**src/rtl/apb_gpio_pkg.sv**
```systemverilog
// Shared types and constants for the APB-to-GPIO register port bridge.
package apb_gpio_pkg;

  typedef enum logic [2:0] {
    StIdle,
    StWrAcc,
    StRdWait,
    StRdDone,
    StErr
  } state_e;

  localparam logic [1:0] REGSEL_PIN  = 2'b00;
  localparam logic [1:0] REGSEL_DIR  = 2'b10;
  localparam logic [1:0] REGSEL_PORT = 2'b11;

  localparam logic [3:0] OFF_PIN  = 4'h0;
  localparam logic [3:0] OFF_DIR  = 4'h4;
  localparam logic [3:0] OFF_PORT = 4'h8;

endpackage

```
**src/rtl/apb_gpio_bridge.sv**
```systemverilog
// APB3 slave that turns APB transfers into GPIO register-port strobes, adding
// wait states for GPIO read latency and flagging illegal accesses with PSLVERR.
module apb_gpio_bridge
  import apb_gpio_pkg::*;
#(
  parameter int unsigned ADDR_W = 4,
  parameter int unsigned RD_LAT = 1
) (
  input  logic              clk,
  input  logic              rst_n,
  input  logic              psel,
  input  logic              penable,
  input  logic              pwrite,
  input  logic [ADDR_W-1:0] paddr,
  input  logic [31:0]       pwdata,
  output logic [31:0]       prdata,
  output logic              pready,
  output logic              pslverr,
  output logic              gpio_busw,
  output logic [1:0]        gpio_regsel,
  output logic [7:0]        gpio_wdata,
  input  logic [7:0]        gpio_rdata
);

  localparam logic [1:0] CntInit = 2'(RD_LAT);

  state_e     state_q, state_d;
  logic [1:0] cnt_q, cnt_d;
  logic [1:0] regsel_q, regsel_d;
  logic [7:0] wdata_q, wdata_d;

  logic       dec_err;
  logic [1:0] dec_sel;

  logic unused_pwdata;
  assign unused_pwdata = ^pwdata[31:8];

  always_comb begin
    dec_err = 1'b0;
    dec_sel = REGSEL_PIN;
    case (paddr[3:0])
      OFF_PIN:  dec_err = pwrite;
      OFF_DIR:  dec_sel = REGSEL_DIR;
      OFF_PORT: dec_sel = REGSEL_PORT;
      default:  dec_err = 1'b1;
    endcase
  end

  always_comb begin
    state_d  = state_q;
    cnt_d    = cnt_q;
    regsel_d = regsel_q;
    wdata_d  = wdata_q;
    case (state_q)
      StIdle: begin
        // Only a genuine setup phase starts a transfer; stray penable is ignored.
        if (psel && !penable) begin
          wdata_d  = pwdata[7:0];
          regsel_d = dec_err ? REGSEL_PIN : dec_sel;
          cnt_d    = CntInit;
          if (dec_err) begin
            state_d = StErr;
          end else if (pwrite) begin
            state_d = StWrAcc;
          end else begin
            state_d = StRdWait;
          end
        end
      end
      StWrAcc: state_d = StIdle;
      StRdWait: begin
        if (!psel) begin
          state_d = StIdle;
        end else if (cnt_q <= 2'd1) begin
          state_d = StRdDone;
        end else begin
          cnt_d = cnt_q - 2'd1;
        end
      end
      StRdDone: state_d = StIdle;
      StErr:    state_d = StIdle;
      default:  state_d = StIdle;
    endcase
    // Register select parks on PIN whenever the bridge is idle.
    if (state_d == StIdle) begin
      regsel_d = REGSEL_PIN;
    end
  end

  always_ff @(posedge clk or negedge rst_n) begin
    if (!rst_n) begin
      state_q  <= StIdle;
      cnt_q    <= 2'd0;
      regsel_q <= REGSEL_PIN;
      wdata_q  <= 8'h00;
    end else begin
      state_q  <= state_d;
      cnt_q    <= cnt_d;
      regsel_q <= regsel_d;
      wdata_q  <= wdata_d;
    end
  end

  always_comb begin
    pready      = (state_q == StWrAcc) || (state_q == StRdDone) || (state_q == StErr);
    pslverr     = (state_q == StErr);
    gpio_busw   = (state_q == StWrAcc);
    prdata      = (state_q == StRdDone) ? {24'h0, gpio_rdata} : 32'h0;
    gpio_regsel = regsel_q;
    gpio_wdata  = wdata_q;
  end

endmodule
```
**config.mk**
```make
export PLATFORM = sky130hd
export DESIGN_NAME = apb_gpio_bridge
export DESIGN_NICKNAME = d
export VERILOG_FILES = /design/src/rtl/apb_gpio_pkg.sv /design/src/rtl/apb_gpio_bridge.sv
export SDC_FILE = /design/constraint.sdc
export NUM_CORES = 1
export LEC_CHECK = 0
export CORE_ASPECT_RATIO = 2
export CORE_MARGIN = 2
export CORE_UTILIZATION = 30
export CTS_BUF_LIST = sky130_fd_sc_hd__clkbuf_4 sky130_fd_sc_hd__clkbuf_8 sky130_fd_sc_hd__clkbuf_16
export DETAILED_ROUTE_END_ITERATION = 12
export GPL_ROUTABILITY_DRIVEN = 1
export PLACE_DENSITY = 0.84
export SYNTH_ARGS = -nofsm -noshare
export SYNTH_HDL_FRONTEND = slang
export SYNTH_SLANG_ARGS = --single-unit
export TNS_END_PERCENT = 10
```
**constraint.sdc**
```tcl
create_clock -name clk -period 1.95 [get_ports clk]
set_input_delay 0.2925 -clock clk [delete_from_list [all_inputs] [get_ports clk]]
set_output_delay 0.2925 -clock clk [all_outputs]
set_load 0.05 [all_outputs]
```
# --- After elaboration in Yosys (flattened, before gate mapping) ---
# Index checks and enable logic that the tools add are counted.
totals:
  register_bits: 15
op_classes:
  add_sub_neg: 1
  order_cmp: 1
  eq_ne: 9
  mux: 17
  reduce_logical: 14
op_table:
  columns: ["operator", "count"]
  rows:
  - ["$mux W2", 8]
  - ["$mux W3", 4]
  - ["$mux W8", 1]
  - ["$pmux W2 S2", 2]
  - ["$eq A3 B2 Y1 const B", 2]
  - ["$logic_not A3 Y1", 2]
  - ["$ne A2 B2 Y1 const B", 3]
  - ["$pmux W3 S2", 1]
  - ["$reduce_bool A2 Y1", 3]
  - ["$eq A4 B3 Y1 const B", 1]
  - ["$eq A4 B4 Y1 const B", 1]
  - ["$logic_not A4 Y1", 1]
  - ["$reduce_and A2 Y1", 2]
  - ["$reduce_and A4 Y1", 1]
  - ["$eq A3 B1 Y1 const B", 1]
  - ["$eq A3 B3 Y1 const B", 1]
  - ["$le A2 B1 Y1 const B", 1]
  - ["$logic_or A1 B1 Y1", 2]
  - ["$pmux W1 S2", 1]
  - ["$reduce_or A2 Y1", 1]
  - ["$sub A2 B1 Y2 const B", 1]
  - ["$logic_and A1 B1 Y1", 1]
  - ["$logic_not A1 Y1", 1]

# --- Depth between registers and ports, before layout ---
logic_depth:
  ltp_word: 9
  depth_mapped: 5
  ltp_nobuf: 5

# --- Worst setup path after synthesis ---
# Ideal clock, no wire load.
synth_path:
  kind: "register to register"
  start: "register state_q[0]"
  end: "register wdata_q[0] (netlist: gpio_wdata[0])"
  t_arrival_ns: 1.625
  required_time_ns: 1.825
  slack_ns: 0.200
  stages_incl_launch_ff: 6
  n_path_buf: 2
  period_less_slack_ns: 1.750
  path_cell_list: "dfrtp_1 -> or3b_1 -> buf_2 -> or3_1 -> buf_6 -> mux2_4"
synth_via:
  elab_chain_len: 2
synth_lines:
  columns: ["item", "line_no", "source"]
  rows:
  - ["start: declaration", "apb_gpio_bridge.sv:27", "state_e state_q, state_d;"]
  - ["start signal: assignment", "apb_gpio_bridge.sv:92", "state_q <= StIdle;"]
  - ["start signal: assignment", "apb_gpio_bridge.sv:97", "state_q <= state_d;"]
  - ["$logic_not A3 Y1", "apb_gpio_bridge.sv:54", "case (state_q)"]
  - ["$reduce_and A2 Y1 (no source line)", null, null]
  - ["end signal: assignment", "apb_gpio_bridge.sv:100", "wdata_q <= wdata_d;"]
  - ["end: declaration", "apb_gpio_bridge.sv:30", "logic [7:0] wdata_q, wdata_d;"]
# No other way between the ends.
# A chain may end at the register's enable or synchronous reset.

# --- Worst setup path after layout ---
layout_path:
  start: "input port psel"
  end: "register wdata_q[6] (netlist: gpio_wdata[6])"
layout_via:
  elab_chain_len: 2
layout_lines:
  columns: ["item", "line_no", "source"]
  rows:
  - ["start: declaration", "apb_gpio_bridge.sv:11", "input logic psel,"]
  - ["$logic_and A1 B1 Y1", "apb_gpio_bridge.sv:57", "if (psel && !penable) begin"]
  - ["$reduce_and A2 Y1 (no source line)", null, null]
# No other way between the ends.

==> qor.csv <==
stage;metric;value;unit
power;total_power;1070;uW
timing;setup_viol;0;
critical_path;r2r_setup_slack;0.22;ns
route;routedWlPerCell;10.6;um
global_route;grt_max_degree;16;
synthesis;synth_compound_area_frac;0.0701;
global_route;gr-total-overflow;0;
cts;clockRootBuffer;clkbuf_8;
cts;numClockSinks;15;
floorplanning;top_level_ports;94;
route;drc_errors;0;
synthesis;synth-seq-cells;15;
final_layout;area_growth;55.5;%
floorplanning;placementRows;29;
final_layout;multiInputGateArea;462;um^2
global_route;grtUsageTotal;0.107;
route;drt_iter0_drc;8;
cts;cts_made_buffers;3;
synthesis;yosysWarnings;0;
min_path;hold_class;input port to asynchronous set/reset pin;
global_route;antenna_found_initial;0;
power;p_leak;0.000700;uW
cts;cts_buffer_depth;2;
synthesis;netlist_instances;97;
floorplanning;core_area;3120;um^2
global_route;met3_usage;0.0194;
critical_path;worstPathArrival;1.94;ns
timing;finalHoldViolCount;0;
global_route;met1_usage;0.103;
placed_design;place_congestion;0.662;
cts;postCtsHoldBufs;0;
critical_path;cp.required;2.07;ns
floorplanning;die-area;3710;um^2
final_layout;fin_nets;198;
placed_design;io_buffers;45;
final_layout;layout.area.seq;375;um^2
synthesis;synthAdderAreaFrac;0.0130;
global_route;grt_pass1_wl;3100;um
timing;rsz0062_at_grt;false;
power;irDropWorstVdd;529;uV
critical_path;r2r-end;gpio_wdata[6]$_DFFE_PN0P_;
cts;clk_latency;0.24;ns
cts;clk_pin_slew;0.06;ns
run;maxCapViolations;0;
global_route;grt_pass1_vias;765;
critical_path;cp-end-kind;flop;
critical_path;r2r_cells;4;
timing;finalSetupTns;0;ns
final_layout;final_layout_size_suffix_gt1_frac;0.204;
timing;tightest_slew;0.498;ns
critical_path;worst-setup-path-type;input port to flop;
final_layout;layout_commonest_cell;clkdlybuf4s50_1;
cts;cts_tree;done;
placed_design;dp_hpwl;1610;um
global_route;met2_usage;0.215;
final_layout;most-common-layout-cells;34 x clkdlybuf4s50_1, 24 x conb_1, 15 x dfrtp_1;
global_route;grt.busiest_layer;met2;
critical_path;crit_fanout;9;
floorplanning;initial_core_util;0.309;
synthesis;synthSimpleGateAreaFrac;0.166;
final_layout;diodes;0;
timing;fin_crit_sh;0.931;
final_layout;fillers;299;
route;antenna_left;0;
timing;fin_crit;1.82;ns
critical_path;startpoint_type;input port;
outcome;status;finished, final reports clean;
synthesis;yosysSeqAreaShare;0.390;
power;power.density;716;nW/um^2
synthesis;ys_types;27;
cts;postCtsSetupBuffers;0;
timing;finClkSkew;0.00179;ns
critical_path;timing.rr.start;state_q[0]$_DFF_PN0_;
timing;relSlewSlack;0.667;
synthesis;synth_top_family_by_area;buffers and inverters;
route;vias;765;
cts;htree_levels;1;
route;wl;1880;um
timing;fmax;551;MHz
floorplanning;die_y;84.1;um
final_layout;final_util;0.480;
route;vias_per_cell;4.30;
cts;cts_resized;0;
synthesis;muxShareOfSynthArea;0.125;
synthesis;syn_area_per_cell;9.93;um^2
route;drtPass1Iterations;2;
synthesis;synth_xor_area_frac;0.00909;
timing;slew_viol_final;0;
floorplanning;die_w;44.1;um
synthesis;syn_area;963;um^2
## cell families after synthesis
| kind of cell | count (synthesis) |
|---|---|
| buf+inv | 31 |
| xor+xnor | 1 |
| flops | 15 |
| mux | 8 |
| fa+ha+maj | 1 |
| simple gates | 30 |
| other cells | 1 |
| compound gates | 10 |
## registers in the layout, indices dropped and copies added, names as in the netlist
name / flops
cnt_q: 2
gpio_wdata: 8
gpio_regsel: 2
state_q: 3
## stage by stage
stage / hold WS [ns] / setup WS, ns / std cells / area, um^2
after detailed placement: 0.491 / -0.116 / 174 / 1450
after global routing: 0.385 / 0.0420 / 178 / 1500
final: 0.362 / 0.135 / 178 / 1500
after floorplan: -0.00309 / 0.200 / 120 / 1050
after CTS: 0.363 / 0.0464 / 178 / 1500
after global placement: 0.492 / -0.113 / 174 / 1450
## power by group
group | switching, uW | internal (uW)
Sequential | 21.4 | 348
Clock | 99.2 | 141
Combinational | 296 | 166
## how the worst max path moves through the flow
stage	startpoint	to	slack, ns	cells after the start
after detailed placement	psel	gpio_wdata[6]$_DFFE_PN0P_	-0.12	5
after CTS	state_q[2]$_DFF_PN0_	prdata[7]	0.05	4
final	psel	gpio_wdata[6]$_DFFE_PN0P_	0.13	5
after global routing	state_q[2]$_DFF_PN0_	prdata[3]	0.04	4
after floorplan	state_q[0]$_DFF_PN0_	gpio_wdata[0]$_DFFE_PN0P_	0.20	5
after global placement	psel	gpio_wdata[6]$_DFFE_PN0P_	-0.11	5
## per-layer routing
layer	vias to the layer above	wire length [um]
met5	-	0
met4	0	0
met3	0	189
met2	50	1080
met1	343	614
li1	372	-
## Yosys cell counts
master	count	area share
buf_6	1	0.012
clkbuf_1	1	0.0039
inv_1	4	0.016
buf_2	1	0.0052
o32ai_1	1	0.0091
or2b_1	1	0.0078
nand4_1	1	0.0065
buf_4	24	0.19
and2_1	8	0.052
or3b_1	1	0.0091
ha_1	1	0.013
nor2_1	7	0.027
o221a_2	1	0.012
mux2_4	8	0.12
o22ai_1	1	0.0065
nand2_1	6	0.023
a32oi_1	1	0.0091
a211oi_1	1	0.0078
nor3b_1	1	0.0078
conb_1	1	0.0039
nor2b_1	1	0.0065
xor2_1	1	0.0091
nor4_1	1	0.0065
a21oi_1	5	0.026
dfrtp_1	15	0.39
or3_1	1	0.0065
nand2b_1	2	0.013
## final cells by class
cell class / instances / share of cell area
clock inverters: 1 / 0.00334
repair buffers: 50 / 0.374
well taps: 31 / 0.0259
clock buffers: 3 / 0.0276
multi-input cells: 74 / 0.308
flip-flops and latches: 15 / 0.251
inverters: 4 / 0.0100
## critical path, cell delays in order
cell and delay, ns:
clkdlybuf4s50_1 0.47, or3b_1 0.36, or3_1 0.31, buf_4 0.20, mux2_4 0.30
Power figures use the tool's default switching activity.
==> variant 1: new RTL, config.mk and constraints unchanged <==
The 5 states of `state_e` get a one-hot encoding in 5 bits.
--- a/src/rtl/apb_gpio_pkg.sv
+++ b/src/rtl/apb_gpio_pkg.sv
@@ -1,12 +1,12 @@
 // Shared types and constants for the APB-to-GPIO register port bridge.
 package apb_gpio_pkg;
 
-  typedef enum logic [2:0] {
-    StIdle,
-    StWrAcc,
-    StRdWait,
-    StRdDone,
-    StErr
+  typedef enum logic [4:0] {
+    StIdle   = 5'b00001,
+    StWrAcc  = 5'b00010,
+    StRdWait = 5'b00100,
+    StRdDone = 5'b01000,
+    StErr    = 5'b10000
   } state_e;
 
   localparam logic [1:0] REGSEL_PIN  = 2'b00;
Function: same outputs for any inputs over 10 cycles, from zero or initial values and one cycle with rst_n low; not proved beyond that.
==> variant 1 against the original RTL <==
  * Worst setup slack got worse by 0.061 ns
  * Area after synthesis increased by 11%
  * Critical path depth decreased by 1
  * Die area increased by 10%
  * Count of clock-buffer cells in the layout unchanged
  * Design area increased by 14%
  * Hold slack got worse by 0.017 ns
  * Synthesized cell count increased by 2.1%
  * Power increased by 10%
  * Sequential share of layout area about the same
  * Maximum frequency decreased by 3.3%
  * Routed wire length increased by 15%
  * Sequential cell count increased by 2
  * Clock skew increased by 0.0013 ns
  * Critical endpoint is now gpio_busw
==> variant 1: results <==
group,metric,value,unit
final_layout,nNetsFinal,202,
place,gp_congestion,0.770,
critical_path,slowest_delay,0.44,ns
clock_network,clock-sinks,17,
pwr,power_leakage,0.000772,uW
routing,met2WireLength,1130,um
routing,wl_met3,245,um
final_layout,inv_count,1,
yosys,avgSynthCellArea,10.8,um2
critical_path,critPathLaunch,"state_q[2]",
critical_path,cp_top_family,"simple AND/OR/NAND/NOR gates",
final_layout,nonClockBufferCount,51,
grt,globalRouteMet3Util,0.0265,
routing,drt_iter0_drc,16,
final_layout,drive_gt1_frac,0.285,
routing,top_layer_used,"met4",
place,dp_cells,193,
routing,wl_met1,728,um
critical_path,r2r_start,"state_q[3]",
yosys,ys_types,33,
final_layout,buffer_area_frac,0.354,
clock_network,clk_latency,0.26,ns
grt,grt_pass1_vias,820,
yosys,synth-xor-area-share,0.00819,
grt,grt_util_met1,0.108,
routing,vias,865,
place,dp_slack,0.118,ns
yosys,yosysSeqAreaShare,0.399,
yosys,synthTopCellsByCount,"buf_4, dfrtp_1, and3_1",
routing,drt_wl_total,2170,um
routing,vias_per_cell,4.35,
clock_network,post_cts_buffers,2,
grt,grt_pass1_wl,3420,um
final_layout,regArea,429,um2
final_layout,nFillCells,305,
final_layout,clkCellAreaFrac,0.0270,
run_status,run_status,"completed",
yosys,synth-compound-area-share,0.0515,
grt,grtUsageMet2,0.206,
yosys,synth_fa_ha_area_frac,0.0117,
final_layout,multi_input_cells,78,
grt,grt_start_max_net_pins,18,
critical_path,cp_max_fo,6,
timing,maxSlewHeadroom,0.664,
critical_path,crit_slowest_cell,"dfrtp_2",
pwr,vdd_drop_max,0.000631,V
place,dp_hpwl,1760,um
[variant 1: power by group]
part / internal [uW] / switching [uW]
sequential: 396 / 27.3
combinational: 180 / 310
clock: 142 / 127
[variant 1: worst max path at each step]
stage | end | slack (ns)
finish | gpio_busw | 0.07
global route | prdata[7] | 0.0003
CTS | gpio_busw | 0.04
detailed placement | gpio_wdata[2] | 0.12
global placement | gpio_wdata[5] | 0.11
floorplan | pready | 0.006
[variant 1: logic make-up after synthesis]
group / Yosys count
and+or+nand+nor: 35
buffers and inverters: 27
DFF: 17
muxes: 10
AOI/OAI and AO/OA: 7
adders and majority gates: 1
other: 1
xor gates and xnor gates: 1
[variant 1: per-stage QoR]
step | total power [uW] | instance area (um2) | hold slack, ns
final | 1180 | 1710 | 0.345
after global routing | 1230 | 1710 | 0.377
after CTS | 1190 | 1710 | 0.353
after detailed placement | 916 | 1640 | 0.496
after global placement | 913 | 1640 | 0.496
after floorplan | 798 | 1190 | -0.00309
==> variant 2: new RTL, same settings <==
Without the edit above. Register the output `pslverr`, with the module's reset; this adds one clock of latency there. The other outputs are not delayed to match.
--- a/src/rtl/apb_gpio_bridge.sv
+++ b/src/rtl/apb_gpio_bridge.sv
@@ -23,6 +23,8 @@
 );
 
   localparam logic [1:0] CntInit = 2'(RD_LAT);
+
+  logic pslverr_d;
 
   state_e     state_q, state_d;
   logic [1:0] cnt_q, cnt_d;
@@ -103,11 +105,19 @@
 
   always_comb begin
     pready      = (state_q == StWrAcc) || (state_q == StRdDone) || (state_q == StErr);
-    pslverr     = (state_q == StErr);
+    pslverr_d   = (state_q == StErr);
     gpio_busw   = (state_q == StWrAcc);
     prdata      = (state_q == StRdDone) ? {24'h0, gpio_rdata} : 32'h0;
     gpio_regsel = regsel_q;
     gpio_wdata  = wdata_q;
   end
 
+  always_ff @(posedge clk or negedge rst_n) begin
+    if (!rst_n) begin
+      pslverr <= '0;
+    end else begin
+      pslverr <= pslverr_d;
+    end
+  end
+
 endmodule
Formal check against the unedited RTL: not equivalent (Yosys sat finds a counterexample within 4 cycles, from zero or initial values and one cycle with rst_n low).
==> variant 2 against the original RTL <==
  * Design area fell by 2.3%
  * Sequential cell count rose by 1
  * Core utilization rose by 1.2 points
  * Hold slack improved by 0.12 ns
  * Power rose by 4.0%
  * Area after synthesis fell by 1.6%
  * Register-to-register slack improved by 0.31 ns
  * Routed wire length rose by 3.4%
  * Worst setup slack improved by 0.11 ns
==> variant 2: results <==
group,metric,value,unit
routing,top_layer_used,"met4",
timing,maxSlewHeadroom,0.506,
yosys,async_flop_share,1.00,
clock_network,cts_buffers,3,
final_layout,drive_gt1_frac,0.196,
timing,finalClockSkew,0.00123,ns
place,gp_congestion,0.657,
place,dp_hpwl,1620,um
yosys,synth_top_cells_by_area,"dfrtp_1, buf_4, mux2_2, and2_1, nor2_1",
routing,wl_met3,219,um
yosys,ys_warn_count,0,
final_layout,nFillCells,265,
clock_network,clk_latency,0.25,ns
run_status,run_status,"completed",
routing,met2WireLength,1090,um
pwr,power_leakage,0.000664,uW
yosys,ys.flop_type,"dfrtp_1",
clock_network,cts_root_buf,"clkbuf_8",
place,dp_slack,0.183,ns
routing,drt_wl_total,1950,um
routing,wl_met1,600,um
critical_path,worst_ep_arrival_time,1.41,ns
clock_network,cts_max_path_buffers,2,
final_layout,num_antenna_cells,0,
yosys,ys_types,23,
pwr,vdd_drop_max,0.000651,V
final_layout,nNetsFinal,189,
clock_network,clk_pin_slew_worst_paths,0.06,ns
grt,grt_pass1_wl,3190,um
routing,drtPass1Iterations,1,
routing,drt_iter0_drc,0,
clock_network,htreeDepth,1,
grt,grt_start_max_net_pins,17,
routing,vias_per_cell,4.50,
grt,grt_usage,0.113,
yosys,yosysSeqAreaShare,0.422,
final_layout,largest_reg_flops,8,
grt,antenna_found_initial,0,
grt,grt_pass1_vias,737,
yosys,synthTopCellsByCount,"buf_4, dfrtp_1, and2_1, mux2_2, nor2_1",
min_path,hold_class,"input pin to asynchronous set/reset pin",
place,io_buffers,45,
critical_path,cp_max_fo,8,
-- variant 2: cell count changes after synthesis, moves of 2 or more --
cell	change
mux2_2	+8
o41ai_1	+2
a21oi_1	-4
mux2_4	-8
-- variant 2: logic make-up (layout without fill, tap and decap cells) --
group / Yosys count / after routing / share of synthesized area
AND/OR/NAND/NOR: 26 / 26 / 0.160
adder cells (fa/ha/maj): 1 / 1 / 0.0132
XOR/XNOR: 1 / 1 / 0.00924
multiplexers: 9 / 9 / 0.106
other: 1 / 24 / 0.00395
buffers and inverters: 29 / 53 / 0.218
AO/OA/AOI/OAI: 8 / 8 / 0.0686
flip-flops: 16 / 16 / 0.422
-- variant 2: per-layer routing --
metal,vias to the layer above,GRT usage
met5,-,0
met4,0,0.0496
met3,4,0.0216
met2,56,0.210
met1,347,0.111
li1,349,-
-- variant 2: power by group --
group / internal [uW] / total (uW) / leakage [uW] / switching [uW]
sequential: 370 / 389 / 0.000199 / 19.1
combinational: 141 / 434 / 0.000437 / 293
clock: 179 / 291 / 0.0000288 / 113
total: 690 / 1120 / 0.000664 / 425
-- variant 2: critical path, stage by stage (launching register included) --
cell	delay, ns
dfrtp_1	0.41
nand2b_1	0.19
nor2_2	0.20
and2_1	0.21
buf_12	0.15
-- variant 2: layout make-up --
cell class	instances	share of cell area
multi-input combinational	69	0.294
timing repair buffer	45	0.359
tap	30	0.0256
sequential	16	0.274
inverter	4	0.0103
clock buffer	4	0.0376
-- variant 2: final timing paths --
path                             from             to  slack (ns)  depth (start not counted)
min                             rst_n  gpio_wdata[1]        0.48                          1
min in group clk             cnt_q[0]       cnt_q[0]        0.49                          1
max                        state_q[2]      prdata[5]        0.25                          4
min reg2reg                  cnt_q[0]       cnt_q[0]        0.49                          1
max in group asynchronous       rst_n  gpio_wdata[2]        1.00                          1
max reg2reg                state_q[0]  gpio_wdata[0]        0.53                          3
-- variant 2: stage by stage --
stage / hold slack, ns / util / cell area [um2] / cells
final: 0.482 / 0.492 / 1460 / 168
after global routing: 0.514 / 0.492 / 1460 / 168
after CTS: 0.498 / 0.491 / 1460 / 168
after detailed placement: 0.486 / 0.472 / 1410 / 164
after global placement: 0.465 / 0.472 / 1410 / 164
after floorplan: -0.00309 / - / 1030 / 114
-- variant 2: repair_timing --
action	CTS	global route
gates resized for setup	0	1
endpoints found under the setup margin	0	8
setup buffers	0	0
